### config.mk
export PLATFORM = sky130hd
export DESIGN_NAME = pwm_duty_meter
export DESIGN_NICKNAME = d
export VERILOG_FILES = /design/src/rtl/pwm_duty_meter.sv
export SDC_FILE = /design/constraint.sdc
export NUM_CORES = 1
export LEC_CHECK = 0
export BUFFER_PORTS_ARGS = -buffer_cell sky130_fd_sc_hd__buf_2
export CAP_MARGIN = 40
export CORE_ASPECT_RATIO = 0.6
export CORE_MARGIN = 2
export CORE_UTILIZATION = 25
export CTS_CLUSTER_DIAMETER = 100
export DETAILED_ROUTE_END_ITERATION = 6
export SYNTH_ARGS = -nofsm -noshare
export SYNTH_HDL_FRONTEND = slang
export SYNTH_SLANG_ARGS = --single-unit
### constraint.sdc
create_clock -name CLK_50M -period 2.3 [get_ports CLK_50M]
set_input_delay 0.575 -clock CLK_50M [delete_from_list [all_inputs] [get_ports CLK_50M]]
set_output_delay 0.575 -clock CLK_50M [all_outputs]
set_load 0.05 [all_outputs]
### src/rtl/pwm_duty_meter.sv
// Measures period and high time of an asynchronous PWM input in clock cycles.
// One result per full period with a VALID strobe; STUCK flags a missing rising edge.
module pwm_duty_meter #(
    parameter int CNT_W       = 16,
    parameter int SYNC_STAGES = 2
) (
    input  logic             CLK_50M,
    input  logic             RST,
    input  logic             PWM_IN,
    output logic [CNT_W-1:0] PERIOD,
    output logic [CNT_W-1:0] HIGH_TIME,
    output logic             VALID,
    output logic             STUCK,
    output logic             STUCK_LEVEL,
    output logic             STATE_DBG
);

    typedef enum logic {
        S_IDLE    = 1'b0,
        S_MEASURE = 1'b1
    } state_t;

    localparam logic [CNT_W-1:0] SAT = {CNT_W{1'b1}};
    localparam logic [CNT_W-1:0] ONE = {{(CNT_W-1){1'b0}}, 1'b1};

    state_t                 state_q, state_d;
    logic [SYNC_STAGES-1:0] sync_q;
    logic                   pwm_d_q;
    logic [CNT_W-1:0]       pcnt_q, pcnt_d;
    logic [CNT_W-1:0]       hcnt_q, hcnt_d;
    logic [CNT_W-1:0]       period_q, period_d;
    logic [CNT_W-1:0]       high_q, high_d;
    logic                   valid_q, valid_d;
    logic                   stuck_q, stuck_d;
    logic                   stuck_level_q, stuck_level_d;

    logic pwm_s;
    logic rise;
    logic timeout;
    logic result_en;

    assign pwm_s   = sync_q[SYNC_STAGES-1];
    assign rise    = pwm_s & ~pwm_d_q;
    // A rise in the saturation cycle wins over the timeout.
    assign timeout = (pcnt_q == SAT) && !rise;

    always_ff @(posedge CLK_50M or negedge RST) begin
        if (!RST) begin
            state_q       <= S_IDLE;
            sync_q        <= '0;
            pwm_d_q       <= 1'b0;
            pcnt_q        <= '0;
            hcnt_q        <= '0;
            period_q      <= '0;
            high_q        <= '0;
            valid_q       <= 1'b0;
            stuck_q       <= 1'b0;
            stuck_level_q <= 1'b0;
        end else begin
            state_q       <= state_d;
            sync_q        <= {sync_q[SYNC_STAGES-2:0], PWM_IN};
            pwm_d_q       <= pwm_s;
            pcnt_q        <= pcnt_d;
            hcnt_q        <= hcnt_d;
            period_q      <= period_d;
            high_q        <= high_d;
            valid_q       <= valid_d;
            stuck_q       <= stuck_d;
            stuck_level_q <= stuck_level_d;
        end
    end

    always_comb begin
        state_d = state_q;
        case (state_q)
            S_IDLE:    if (rise) state_d = S_MEASURE;
            S_MEASURE: if (timeout) state_d = S_IDLE;
            default:   state_d = S_IDLE;
        endcase
    end

    always_comb begin
        result_en = (state_q == S_MEASURE) && rise;

        pcnt_d = pcnt_q;
        hcnt_d = hcnt_q;
        if (rise) begin
            pcnt_d = ONE;
            hcnt_d = ONE;
        end else begin
            if (pcnt_q != SAT) pcnt_d = pcnt_q + ONE;
            if (pwm_s && (hcnt_q != SAT)) hcnt_d = hcnt_q + ONE;
        end

        period_d      = result_en ? pcnt_q : period_q;
        high_d        = result_en ? hcnt_q : high_q;
        valid_d       = result_en;
        stuck_d       = stuck_q;
        stuck_level_d = stuck_level_q;
        if (result_en) begin
            stuck_d = 1'b0;
        end else if (timeout) begin
            stuck_d = 1'b1;
            // Saturation persists while stuck; keep the level seen when STUCK first set.
            if (!stuck_q) stuck_level_d = pwm_s;
        end
    end

    assign PERIOD      = period_q;
    assign HIGH_TIME   = high_q;
    assign VALID       = valid_q;
    assign STUCK       = stuck_q;
    assign STUCK_LEVEL = stuck_level_q;
    assign STATE_DBG   = state_q;

endmodule

==> results.yml <==
clock_network:
  cts_sinks: 71
  cts_resized: 0
  cts_hold_buffers: 0
  h-tree-depth: 3
  cts_setup_buffers: 0
  clock-root-buffer: "clkbuf_16"
  clk_pin_slew_worst_paths_ps: 50
  cts_tree: "done"
  clk-insertion-delay-late_ps: 330
  ctsLongestPathBuffers: 2
  cts_buffers: 9
sta:
  finalCriticalPeriod_ps: 1920
  post-route-period-util_pct: 83.3
  setup-violations-final: 0
  fin_hold_ws_ps: 160
  fin_setup_tns_ps: 0
  max_freq_ghz: 0.522
  slew_violations: 0
  rsz0062_at_grt: "no"
  slew-limit-headroom_pct: 65.5
  skew_ps: 6.25
  hold_violations: 0
  tightest_slew_ps: 512
setup_path:
  path_max_fanout: 9
  cp-end-kind: "flop"
  critPathTopFamily: "simple AND/OR/NAND/NOR gates"
  worst-path-buf-inv: 0
  critPathKind: "reg2reg"
  arrival_ps: 2130
  cp_cell_sequence: "nand4_4, or4_4, a2111o_1, o2111a_1"
  critPathSlowestCell: "or4_4"
  required_ps: 2520
  max_stage_delay_ps: 570
  start_kind: "flop"
detailed_routing:
  drc: 0
  vias: 2406
  postRouteAntennaNets: 0
  drt_iter0_markers: 129
  first_pass_iters: 4
  drt_wl_total_mm: 7.30
  wl_per_cell_um: 14.3
  via_per_inst: 4.72
finish:
  final_nets: 342
  final_cells: 510
  syn2layout_area_growth_pct: 20.5
  drive_gt1_share_pct: 27.1
  fin_util_pct: 30.7
  n_fill_cell: 1313
  mostFrequentLayoutCell: "dfrtp_1"
  mostFrequentLayoutCells: "71 x dfrtp_1, 38 x buf_2, 29 x mux2_2"
  antenna_cells: 0
die:
  die-area_um2: 14000
  core_um2: 12800
  start_util_pct: 25.5
  ios: 39
  die_h_um: 92.3
  rows: 32
  dieWidth_um: 151
grt:
  grt_start_max_net_pins: 57
  grt_pass1_wl_mm: 12.4
  grt.total_usage_pct: 11.5
  grt_pass1_vias: 2311
  grt_antenna_before_repair: 0
  grt-ovfl-total: 0
logic_synthesis:
  yosys.area.top_type: "dfrtp_1"
  synth_nets: 299
  synthArstFlopShare_pct: 100
  synth.top_cell.area_share_pct: 54.6
  yosys_warnings: 0
  ys_seq_elements: 71
  yosysSeqAreaShare_pct: 54.6
  syn-cell-area_um2: 3250
  yosysUniqueCellTypes: 46
  synthCells: 294
  synth_edf_count: 0
  ys.flop_type: "dfrtp_1"
  synth_area_leaders: "dfrtp_1 55%, mux2_2 10%, nand2_1 3.0%, o21ai_0 2.3%, and4_1 2.2%"
  avgSynthCellArea_um2: 11.1
place:
  hpwl_mm: 5.18
  placed_cells: 496
  port_buffers: 38
  gp_congestion: 0.874
power:
  power.leakage_nw: 1.83
  report.power.total_mw: 3.37
  peakVddDrop_mv: 0.275
  power_density_nw_per_um2: 859
status:
  outcome: "complete, no violations"
flow_run:
  cap_violations: 0
hold_path:
  hp-class: "in2async"
==> final cells by class <==
class / count / area, µm² / share of cell area (%)
Inverter: 7 / 26.3 / 0.670
Clock buffer: 13 / 260 / 6.64
Clock inverter: 1 / 5.00 / 0.128
Multi-Input combinational cell: 203 / 1380 / 35.3
Sequential cell: 71 / 1780 / 45.3
Timing Repair Buffer: 45 / 255 / 6.51
Tap cell: 170 / 213 / 5.43
==> path summary, 6_finish.rpt <==
check	start	end	slack, ps	cells after the start
worst max-delay path	hcnt_q[5]	hcnt_q[15]	380	4
worst min-delay path	RST	HIGH_TIME[13]	160	1
worst max register to register	hcnt_q[5]	hcnt_q[15]	380	4
worst min register to register	sync_q[0]	sync_q[1]	350	0
max in group asynchronous	RST	HIGH_TIME[8]	1510	2
min in group CLK_50M	sync_q[0]	sync_q[1]	350	0
==> synth_stat cells, types with 4 or more instances <==
master    instances
nand3_1          12
dfrtp_1          71
nand2_1          26
and3_1            4
and4_1            8
nand4_1           9
a31oi_1          11
buf_2             5
inv_1             7
a21oi_1          13
nor3_1           10
a221o_1           4
or3_1             4
mux2_2           29
clkbuf_1          6
nor4_1            5
nor2_1           18
o21ai_0          15
==> cells by family after synthesis <==
logic type,share of synthesized area [%]
adder cells (fa/ha/maj),0.769
AO/OA/AOI/OAI,11.6
buffers and inverters,2.85
multiplexers,10.7
AND/OR/NAND/NOR,19.0
flip-flops,54.6
XOR/XNOR,0.539
==> state kept, by name (all words and copies together) (netlist names) <==
register / count
HIGH_TIME: 16
PERIOD: 16
hcnt_q: 16
pcnt_q: 16
sync_q: 2
STATE_DBG: 1
STUCK: 1
STUCK_LEVEL: 1
VALID: 1
pwm_d_q: 1
==> through the flow <==
step                      area [µm²]  setup WS [ps]
after global placement          3650            451
after global routing            3920            253
final                           3920            384
after floorplan                 3250            530
after CTS                       3920            389
after detailed placement        3650            414
==> power by group <==
part           switching [mW]  leakage [nW]  total [mW]  internal (mW)
Sequential              0.139         0.952        1.52           1.38
Combinational           0.420         0.749       0.589          0.170
Clock                   0.482         0.132        1.26          0.775
==> layer usage <==
| layer | GRT usage (%) | part of all wire (%) | up-vias |
|---|---|---|---|
| li1 | - | - | 1195 |
| met1 | 17.1 | 52 | 1145 |
| met2 | 14.7 | 39 | 58 |
| met3 | 4.29 | 7.9 | 8 |
| met4 | 4.67 | 1.4 | 0 |
| met5 | 0 | 0 | - |
(Power assumes the default switching activity.)
